### config.mk
export PLATFORM = sky130hd
export DESIGN_NAME = dma_streamer_flat
export DESIGN_NICKNAME = d
export VERILOG_FILES = /design/src/rtl/dma_utils_pkg.sv /design/src/rtl/dma_streamer_if.sv /design/src/rtl/dma_burst_calc.sv /design/src/rtl/dma_streamer.sv /design/src/flat_wrapper.sv
export SDC_FILE = /design/constraint.sdc
export NUM_CORES = 1
export LEC_CHECK = 0
export CAP_MARGIN = 5
export CORE_UTILIZATION = 36
export CTS_CLUSTER_SIZE = 8
export DETAILED_ROUTE_END_ITERATION = 10
export PLACE_DENSITY = 0.75
export SLEW_MARGIN = 20
export SYNTH_ARGS = -nofsm -noshare
export SYNTH_HDL_FRONTEND = slang
export SYNTH_SLANG_ARGS = --single-unit
### constraint.sdc
create_clock -name clk -period 11.3 [get_ports clk]
set_input_delay 1.13 -clock clk [delete_from_list [all_inputs] [get_ports clk]]
set_output_delay 1.13 -clock clk [all_outputs]
set_load 0.005 [all_outputs]
### src/rtl/dma_utils_pkg.sv
// Shared types for the DMA streamer: descriptor/request structs, streamer
// state encodings and AXI burst-type encodings.
package dma_utils_pkg;

  localparam int DMA_NUM_DESC = 2;
  localparam int DMA_IDX_W    = 1;
  localparam int DMA_ADDR_W   = 32;
  localparam int DMA_BYTES_W  = 32;

  localparam logic DMA_MODE_INCR  = 1'b0;
  localparam logic DMA_MODE_FIXED = 1'b1;

  localparam logic [1:0] AXI_BURST_FIXED = 2'b00;
  localparam logic [1:0] AXI_BURST_INCR  = 2'b01;

  typedef logic [1:0] dma_strm_st_t;
  localparam dma_strm_st_t DMA_ST_IDLE = 2'd0;
  localparam dma_strm_st_t DMA_ST_CALC = 2'd1;
  localparam dma_strm_st_t DMA_ST_REQ  = 2'd2;
  localparam dma_strm_st_t DMA_ST_DONE = 2'd3;

  typedef struct packed {
    logic [DMA_ADDR_W-1:0]  src_addr;
    logic [DMA_ADDR_W-1:0]  dst_addr;
    logic [DMA_BYTES_W-1:0] num_bytes;
    logic                   rd_mode;
    logic                   wr_mode;
  } s_dma_desc_t;

  typedef struct packed {
    logic                 valid;
    logic [DMA_IDX_W-1:0] idx;
  } s_dma_str_in_t;

  typedef struct packed {
    logic done;
  } s_dma_str_out_t;

endpackage

### src/rtl/dma_streamer_if.sv
// Burst request channel between a DMA streamer and the AXI master address side.
interface dma_streamer_if #(
  parameter int ADDR_W = 32
);
  logic              req_valid;
  logic              req_ready;
  logic [ADDR_W-1:0] req_addr;
  logic [7:0]        req_alen;
  logic [2:0]        req_size;
  logic [1:0]        req_burst;

  modport master (
    output req_valid, req_addr, req_alen, req_size, req_burst,
    input  req_ready
  );

  modport slave (
    input  req_valid, req_addr, req_alen, req_size, req_burst,
    output req_ready
  );
endinterface

### src/rtl/dma_burst_calc.sv
// Combinational burst sizer: min(beats_left, burst cap, beats to the next 4 KB
// boundary), the boundary term only applying to INCR bursts.
module dma_burst_calc #(
  parameter int BYTES     = 4,
  parameter int BYTES_W   = 32,
  parameter int MAX_BEATS = 256
) (
  input  logic [BYTES_W-1:0] beats_left_i,
  input  logic [11:0]        addr_lo_i,
  input  logic               fixed_i,
  output logic [8:0]         beats_o
);

  localparam int LIM_W = (BYTES_W > 16) ? BYTES_W : 16;

  logic [LIM_W-1:0] cap;
  logic [LIM_W-1:0] to4k;
  logic [LIM_W-1:0] lim;

  always_comb begin
    cap  = fixed_i ? LIM_W'(16) : LIM_W'(MAX_BEATS);
    to4k = LIM_W'(13'h1000 - {1'b0, addr_lo_i}) / LIM_W'(BYTES);
    lim  = cap;
    if (!fixed_i && (to4k < lim)) lim = to4k;
    if (LIM_W'(beats_left_i) < lim) lim = LIM_W'(beats_left_i);
    // An unaligned start a few bytes below 4 KB must still make progress
    if (lim == '0) lim = LIM_W'(1);
    beats_o = 9'(lim);
  end

endmodule

### src/rtl/dma_streamer.sv
// Per-direction DMA streamer: fetches a descriptor on request, splits it into
// AXI-legal bursts on the request channel and pulses done after the last one.
module dma_streamer
  import dma_utils_pkg::*;
#(
  parameter int RD_STREAM = 1,
  parameter int ADDR_W    = 32,
  parameter int DATA_W    = 32,
  parameter int BYTES_W   = 32,
  parameter int MAX_BEATS = 256
) (
  input  logic           clk,
  input  logic           rst,
  input  s_dma_desc_t    dma_desc_i [DMA_NUM_DESC],
  input  s_dma_str_in_t  dma_stream_i,
  output s_dma_str_out_t dma_stream_o,
  input  logic           dma_abort_i,
  input  logic           clear_dma_i,
  dma_streamer_if.master req_if,
  output logic           busy_o
);

  localparam int BYTES = DATA_W / 8;
  localparam int SZ    = $clog2(BYTES);

  dma_strm_st_t       state_q, state_d;
  logic [ADDR_W-1:0]  addr_q, addr_d;
  logic [BYTES_W-1:0] beats_left_q, beats_left_d;
  logic               fixed_q, fixed_d;
  logic [7:0]         alen_q, alen_d;
  logic               abort_q, abort_d;

  s_dma_desc_t        sel_desc;
  logic [8:0]         calc_beats;
  logic [BYTES_W-1:0] req_beats;

  dma_burst_calc #(
    .BYTES    (BYTES),
    .BYTES_W  (BYTES_W),
    .MAX_BEATS(MAX_BEATS)
  ) u_calc (
    .beats_left_i(beats_left_q),
    .addr_lo_i   (addr_q[11:0]),
    .fixed_i     (fixed_q),
    .beats_o     (calc_beats)
  );

  always_comb begin
    state_d      = state_q;
    addr_d       = addr_q;
    beats_left_d = beats_left_q;
    fixed_d      = fixed_q;
    alen_d       = alen_q;
    abort_d      = abort_q;
    sel_desc     = dma_desc_i[dma_stream_i.idx];
    req_beats    = BYTES_W'(alen_q) + BYTES_W'(1);

    if ((state_q != DMA_ST_IDLE) && dma_abort_i) abort_d = 1'b1;

    case (state_q)
      DMA_ST_IDLE: begin
        abort_d = 1'b0;
        if (dma_stream_i.valid) begin
          addr_d       = ADDR_W'((RD_STREAM != 0) ? sel_desc.src_addr : sel_desc.dst_addr);
          beats_left_d = BYTES_W'(sel_desc.num_bytes / DMA_BYTES_W'(BYTES))
                       + BYTES_W'((sel_desc.num_bytes % DMA_BYTES_W'(BYTES)) != '0);
          fixed_d      = ((RD_STREAM != 0) ? sel_desc.rd_mode : sel_desc.wr_mode) == DMA_MODE_FIXED;
          state_d      = (sel_desc.num_bytes == '0) ? DMA_ST_DONE : DMA_ST_CALC;
        end
      end
      DMA_ST_CALC: begin
        alen_d  = 8'(calc_beats - 9'd1);
        state_d = DMA_ST_REQ;
      end
      DMA_ST_REQ: begin
        if (req_if.req_ready) begin
          beats_left_d = beats_left_q - req_beats;
          if (!fixed_q) addr_d = addr_q + (ADDR_W'(alen_q) + ADDR_W'(1)) * ADDR_W'(BYTES);
          // An abort lets the in-flight request finish, then ends the stream
          state_d = ((beats_left_d == '0) || abort_d) ? DMA_ST_DONE : DMA_ST_CALC;
        end
      end
      DMA_ST_DONE: state_d = DMA_ST_IDLE;
      default:     state_d = DMA_ST_IDLE;
    endcase

    if (clear_dma_i) begin
      state_d = DMA_ST_IDLE;
      abort_d = 1'b0;
    end
  end

  always_ff @(posedge clk or negedge rst) begin
    if (!rst) begin
      state_q      <= DMA_ST_IDLE;
      addr_q       <= '0;
      beats_left_q <= '0;
      fixed_q      <= 1'b0;
      alen_q       <= '0;
      abort_q      <= 1'b0;
    end else begin
      state_q      <= state_d;
      addr_q       <= addr_d;
      beats_left_q <= beats_left_d;
      fixed_q      <= fixed_d;
      alen_q       <= alen_d;
      abort_q      <= abort_d;
    end
  end

  assign req_if.req_valid  = (state_q == DMA_ST_REQ);
  assign req_if.req_addr   = addr_q;
  assign req_if.req_alen   = alen_q;
  assign req_if.req_size   = 3'(SZ);
  assign req_if.req_burst  = fixed_q ? AXI_BURST_FIXED : AXI_BURST_INCR;
  assign dma_stream_o.done = (state_q == DMA_ST_DONE);
  assign busy_o            = (state_q != DMA_ST_IDLE);

endmodule

### src/flat_wrapper.sv
// flat-port wrapper written by rule: the top's interface ports become plain ports
module dma_streamer_flat import dma_utils_pkg::*;
#(
  parameter int RD_STREAM = 1,
  parameter int ADDR_W    = 32,
  parameter int DATA_W    = 32,
  parameter int BYTES_W   = 32,
  parameter int MAX_BEATS = 256
)
  (clk, rst, dma_desc_i, dma_stream_i, dma_stream_o, dma_abort_i, clear_dma_i, busy_o, req_if_req_valid, req_if_req_addr, req_if_req_alen, req_if_req_size, req_if_req_burst, req_if_req_ready);
  dma_streamer_if #(.ADDR_W(ADDR_W)) req_if_i ();
  input  logic clk;
  input  logic rst;
  input  s_dma_desc_t dma_desc_i[DMA_NUM_DESC];
  input  s_dma_str_in_t dma_stream_i;
  output s_dma_str_out_t dma_stream_o;
  input  logic dma_abort_i;
  input  logic clear_dma_i;
  output logic busy_o;
  output wire logic [$bits(req_if_i.req_valid)-1:0] req_if_req_valid;
  output wire logic [$bits(req_if_i.req_addr)-1:0] req_if_req_addr;
  output wire logic [$bits(req_if_i.req_alen)-1:0] req_if_req_alen;
  output wire logic [$bits(req_if_i.req_size)-1:0] req_if_req_size;
  output wire logic [$bits(req_if_i.req_burst)-1:0] req_if_req_burst;
  input wire logic [$bits(req_if_i.req_ready)-1:0] req_if_req_ready;
  assign req_if_req_valid = req_if_i.req_valid;
  assign req_if_req_addr = req_if_i.req_addr;
  assign req_if_req_alen = req_if_i.req_alen;
  assign req_if_req_size = req_if_i.req_size;
  assign req_if_req_burst = req_if_i.req_burst;
  assign req_if_i.req_ready = req_if_req_ready;
  dma_streamer #(.RD_STREAM(RD_STREAM), .ADDR_W(ADDR_W), .DATA_W(DATA_W), .BYTES_W(BYTES_W), .MAX_BEATS(MAX_BEATS)) u_core (.clk(clk), .rst(rst), .dma_desc_i(dma_desc_i), .dma_stream_i(dma_stream_i), .dma_stream_o(dma_stream_o), .dma_abort_i(dma_abort_i), .clear_dma_i(clear_dma_i), .req_if(req_if_i), .busy_o(busy_o));
endmodule
After elaboration in Yosys (flattened, before gate mapping)
Cells that the tools add are included.
{"block": "totals", "reg_bits": 76, "input_bits": 203, "out_inout_bits": 48}
{"block": "classes", "n_addsub": 6, "order_cmp": 3, "eq_ne": 8, "n_mux": 24, "bitwise_logic": 1, "reduce_logical": 15}
{"cell": "2-to-1 mux 98 bit", "n": 3}
{"cell": "2-to-1 mux 32 bit", "n": 7}
{"cell": "one-hot mux 32 bit (2 select lines)", "n": 2}
{"cell": "zero test 32 bit", "n": 3}
{"cell": "adder 32 bit", "n": 1}
{"cell": "less-than comparator 30 x 32 -> 1 bit", "n": 1}
{"cell": "less-than comparator 32 bit", "n": 1}
{"cell": "nonzero test 32 bit", "n": 1}
{"cell": "subtractor 32 bit", "n": 1}
{"cell": "adder 30 x 1 -> 31 bit", "n": 1}
{"cell": "subtractor 13 x 12 -> 14 bit, first input constant", "n": 1}
{"cell": "2-to-1 mux 2 bit", "n": 5}
{"cell": "adder 8 x 1 -> 9 bit, second input constant", "n": 1}
{"cell": "2-to-1 mux 9 bit", "n": 1}
{"cell": "2-to-1 mux 8 bit", "n": 1}
{"cell": "one-hot mux 2 bit (4 select lines)", "n": 1}
{"cell": "subtractor 8 x 1 -> 8 bit, second input constant", "n": 1}
{"cell": "== test 2 bit, second input constant", "n": 2}
{"cell": "2-to-1 mux 1 bit", "n": 4}
{"cell": "inequality test 2 bit, second input constant", "n": 2}
{"cell": "AND reduction 2 bit", "n": 2}
{"cell": "AND reduction 4 bit", "n": 1}
{"cell": "nonzero test 2 bit", "n": 2}
{"cell": "inequality test 3 x 2 -> 1 bit, second input constant", "n": 1}
{"cell": "10 further kinds", "n": 11}

Logic depth before layout (Yosys ltp)
{"block": "logic_depth", "word_depth": 9, "ltp_mapped": 23, "ltp_nobuf": 21}

Modules after synthesis
From an unflattened synthesis, not the netlist that was laid out.
{"block": "unflattened", "hier_cells": 1005, "area_unflattened_um2": 7763.7}
{"mod": "dma_streamer", "instances": 1, "cells_per_inst": 910, "area_per_inst_um2": 7056.8, "seq_area_each_um2": 1901.8}
{"mod": "dma_burst_calc", "instances": 1, "cells_per_inst": 95, "area_per_inst_um2": 706.9, "seq_area_each_um2": 0.0}

Worst setup path before layout
OpenSTA, ideal clock, no wires.
{"block": "synth_path", "path_kind": "register to register", "startpoint": "register u_core.addr_q[0] (netlist: u_core.req_if.req_addr[0])", "endpoint": "register u_core.alen_q[6] (netlist: u_core.req_if.req_alen[6])", "arrival_time_ps": 4940, "slack_ps": 6224, "stages_incl_launch_ff": 23, "n_path_buf": 2, "period_less_slack_ps": 5076, "cell_sequence": "dfrtp_1 nor4_1 nand2_1 nor3_1 xnor2_1 ha_1 nor4b_1 clkbuf_1 nand3_1 ha_1 nand3_1 a41o_1 a21oi_1 o21ai_0 nand3_1 clkbuf_1 mux2_2 ha_1 nand2_1 nor4_1 xor2_1 o21ai_0 o21ai_0"}
{"block": "synth_between", "elab_chain_cells": 9}
{"element": "from (decl)", "line_no": "dma_streamer.sv:27", "text": "logic [ADDR_W-1:0] addr_q, addr_d;"}
{"element": "from (signal assigned)", "line_no": "dma_streamer.sv:103", "text": "addr_q <= addr_d;"}
{"element": "subtractor 13 x 12 -> 14 bit *", "line_no": "dma_burst_calc.sv:22", "text": "to4k = LIM_W'(13'h1000 - {1'b0, addr_lo_i}) / LIM_W'(BYTES);"}
{"element": "less-than comparator 30 x 32 -> 1 bit", "line_no": "dma_burst_calc.sv:24", "text": "if (!fixed_i && (to4k < lim)) lim = to4k;"}
{"element": "logical AND 1 bit", "line_no": "dma_burst_calc.sv:24"}
{"element": "2-to-1 mux 32 bit *", "line_no": "dma_burst_calc.sv:24"}
{"element": "less-than comparator 32 bit", "line_no": "dma_burst_calc.sv:25", "text": "if (LIM_W'(beats_left_i) < lim) lim = LIM_W'(beats_left_i);"}
{"element": "2-to-1 mux 32 bit *", "line_no": "dma_burst_calc.sv:25"}
{"element": "zero test 32 bit", "line_no": "dma_burst_calc.sv:27", "text": "if (lim == '0) lim = LIM_W'(1);"}
{"element": "2-to-1 mux 8 bit *", "line_no": "dma_burst_calc.sv:27"}
{"element": "subtractor 8 x 1 -> 8 bit *", "line_no": "dma_streamer.sv:72", "text": "alen_d = 8'(calc_beats - 9'd1);"}
{"element": "to (signal assigned)", "line_no": "dma_streamer.sv:106", "text": "alen_q <= alen_d;"}
{"element": "to (decl)", "line_no": "dma_streamer.sv:30", "text": "logic [7:0] alen_q, alen_d;"}
Mark *: on every way between the ends. The rest lies on a longest branch, timed or not.
A chain may end at the register's enable or synchronous reset.

Worst setup path in the final report
Ends and elaborated chain as after synthesis.

==> results.tsv <==
metric	value	unit
die_w	147	µm
post_drt_wl_per_cell	17.2	µm
crit_slowest_cell	nor4_1	
grt_pass1_wl	39.1	mm
cts_resized	0	
worst_clock_skew	0.0114	ns
async_flop_share	100	%
leakage	3.91	nW
cts_tree	done	
met2WireLength	11.4	mm
dr.pass1.iters	7	
yosys-top-cells-count	nand2_1 (111), a21oi_1 (88), o21ai_0 (82), dfrtp_1 (76), nor2_1 (69)	
yosysMostFrequentCell	nand2_1	
period_share	48.7	%
hpwl	18.8	mm
synth_area	7570	µm²
clkTransAtPathRegs	0.07	ns
arrival	5.78	ns
maxCapViolCount	0	
start_kind	flop	
slew_headroom	38.8	%
die_h	147	µm
initial_core_util	37.1	%
via_count	8048	
drtIter0Drc	693	
routabilityCongestion	0.936	
synth_top_area_share	25.1	%
status	finished clean	
diodes	0	
fin_crit	5.51	ns
grt_max_degree	77	
critPathMaxStageDelay	0.51	ns
ant_nets	0	
yosysSeqAreaShare	25.1	%
die_area	21600	µm²
ys_ff_latch	76	
placedCellCount	1391	
min_to	u_core.beats_left_q[31]	
synth_top_area_cell	dfrtp_1	
viasPerCell	5.72	
wl	24.2	mm
crit_family	simple AND/OR/NAND/NOR gates	
ctsHoldBuffers	0	
hold_start	u_core.beats_left_q[31]	
drive_gt1_share	6.42	%
whs_path_depth	1	
fmax	0.182	GHz
r2r.worst_path.cells	21	
clock_latency	0.36	ns
ys_top_cells_by_area	dfrtp_1 (25%), a21oi_1 (5.8%), mux2i_1 (5.7%)	
route.met3.wl	1.66	mm
slew_violations	0	
cp_max_fo	13	
synthFlopType	dfrtp_1	
clock-sinks	76	
reg2reg_slack	5.79	ns
drc	0	
synth_cell_types	79	
r2r-end	u_core.req_if.req_alen[6]	
path_cells	nor4_1, nand2_1, nor3_1, xnor2_1, ha_1, nor4b_2, buf_4, nand2_1, ha_1, a21o_1, a21oi_1, a21oi_1, o21ai_0, nand3_1, o31ai_1, ha_1, nand2_1, nor4_1, xor2_1, o21ai_0, o21ai_0	
final_nets	1370	
syn_to_final_growth	29.8	%
crit-reg2reg-launch	u_core.req_if.req_addr[0]	
rsz0062_at_grt	false	
synth_cells	984	
grt_usage	22.5	%
min_path_type	flop to flop	
core	20400	µm²
grt_pass1_vias	7459	
rows	52	
syn_area_per_cell	7.70	µm²
fin_hold_ws	0.507	ns
power_density	192	nW/µm²
grt_antenna_before_repair	0	
cts-root-buf	clkbuf_16	
end_kind	flop	
cts_made_buffers	9	
cts_htree_levels	3	
portBuffers	180	
clockBufferDepth	2	
top_layer	met4	
vdd_drop_max	0.000121	V
fin_area	9840	µm²
cp_num_buf_inv	1	
finalHoldViolations	0	
placed_area	9550	µm²
fin_cells	1407	
ios	251	
grt_overflow	0	
setup_violations	0	
worstPathRequired	11.57	ns
p_total	1.89	mW
postCtsSetupBuffers	0	
synth_edf_count	0	
yosys_warnings	0	
worstSetupPathType	flop to flop	
tns	0	ns
worst_pin_slew	0.915	ns
m1WireLength	10.8	mm
==> where the power goes <==
part	internal (mW)	switching (mW)	leakage (nW)
Sequential	0.349	0.135	0.902
Combinational	0.506	0.616	2.87
Clock	0.152	0.128	0.138
==> kinds of logic (layout without fill, tap and decap cells) <==
group	count (synthesis)	count (layout)	share of synthesized area [%]
AND/OR/NAND/NOR	371	371	24.6
AO/OA/AOI/OAI	289	289	23.4
XOR/XNOR	59	59	6.82
adder cells (fa/ha/maj)	36	36	6.11
other	2	6	0.0991
flip-flops	76	76	25.1
multiplexers	66	66	9.10
buffers and inverters	85	234	4.77
==> layout by cell type, fill, tap and decap left out, drive strengths merged, types with 8 or more instances in the layout <==
cell type,count
a211oi,9
a21o,15
a21oi,89
a22oi,8
and2,9
and3,14
buf,10
clkbuf,9
clkdlybuf4s50,178
dfrtp,76
ha,33
inv,33
mux2,23
mux2i,43
nand2,111
nand2b,11
nand3,47
nand4,9
nor2,70
nor3,28
nor4,30
o211ai,8
o21ai,86
o22ai,18
or4,9
xnor2,34
xor2,25
==> metal layers <==
metal  up-vias  track usage [%]
met5         -                0
met4         0             5.05
met3        18             3.82
met2       319             36.3
met1      3793             31.4
li1       3918                -
==> final cells by class <==
type | count | area [µm²]
sequential | 76 | 1900
inverter | 30 | 113
timing repair buffer | 188 | 1860
clock buffer | 9 | 225
tap | 270 | 338
clock inverter | 7 | 58.8
multi-input combinational | 827 | 5340
fill | 2043 | 10600
==> registers in the layout, indices dropped and copies added (netlist names) <==
signal / count
u_core.fixed_q: 1
u_core.abort_q: 1
u_core.req_if.req_alen: 8
u_core.beats_left_q: 32
u_core.state_q: 2
u_core.req_if.req_addr: 32
==> stage by stage <==
step	setup slack [ns]	util, %
3_3_place_gp	5.98	46.7
5_1_grt	5.33	48.1
3_5_place_dp	5.88	46.7
4_1_cts	5.83	48.1
2_1_floorplan	6.22	-
6_report	5.79	48.1
==> worst max-delay path by stage <==
stage	start	end	cells after the start	slack (ns)
after floorplan	u_core.req_if.req_addr[0]	u_core.req_if.req_alen[6]	22	6.22
after global placement	u_core.req_if.req_addr[1]	u_core.req_if.req_alen[6]	21	5.98
after detailed placement	u_core.req_if.req_addr[1]	u_core.req_if.req_alen[6]	21	5.88
after CTS	u_core.req_if.req_addr[0]	u_core.req_if.req_alen[6]	21	5.83
after global routing	u_core.req_if.req_addr[0]	u_core.req_if.req_alen[6]	21	5.33
final	u_core.req_if.req_addr[0]	u_core.req_if.req_alen[6]	21	5.79
(Power assumes the default switching activity.)
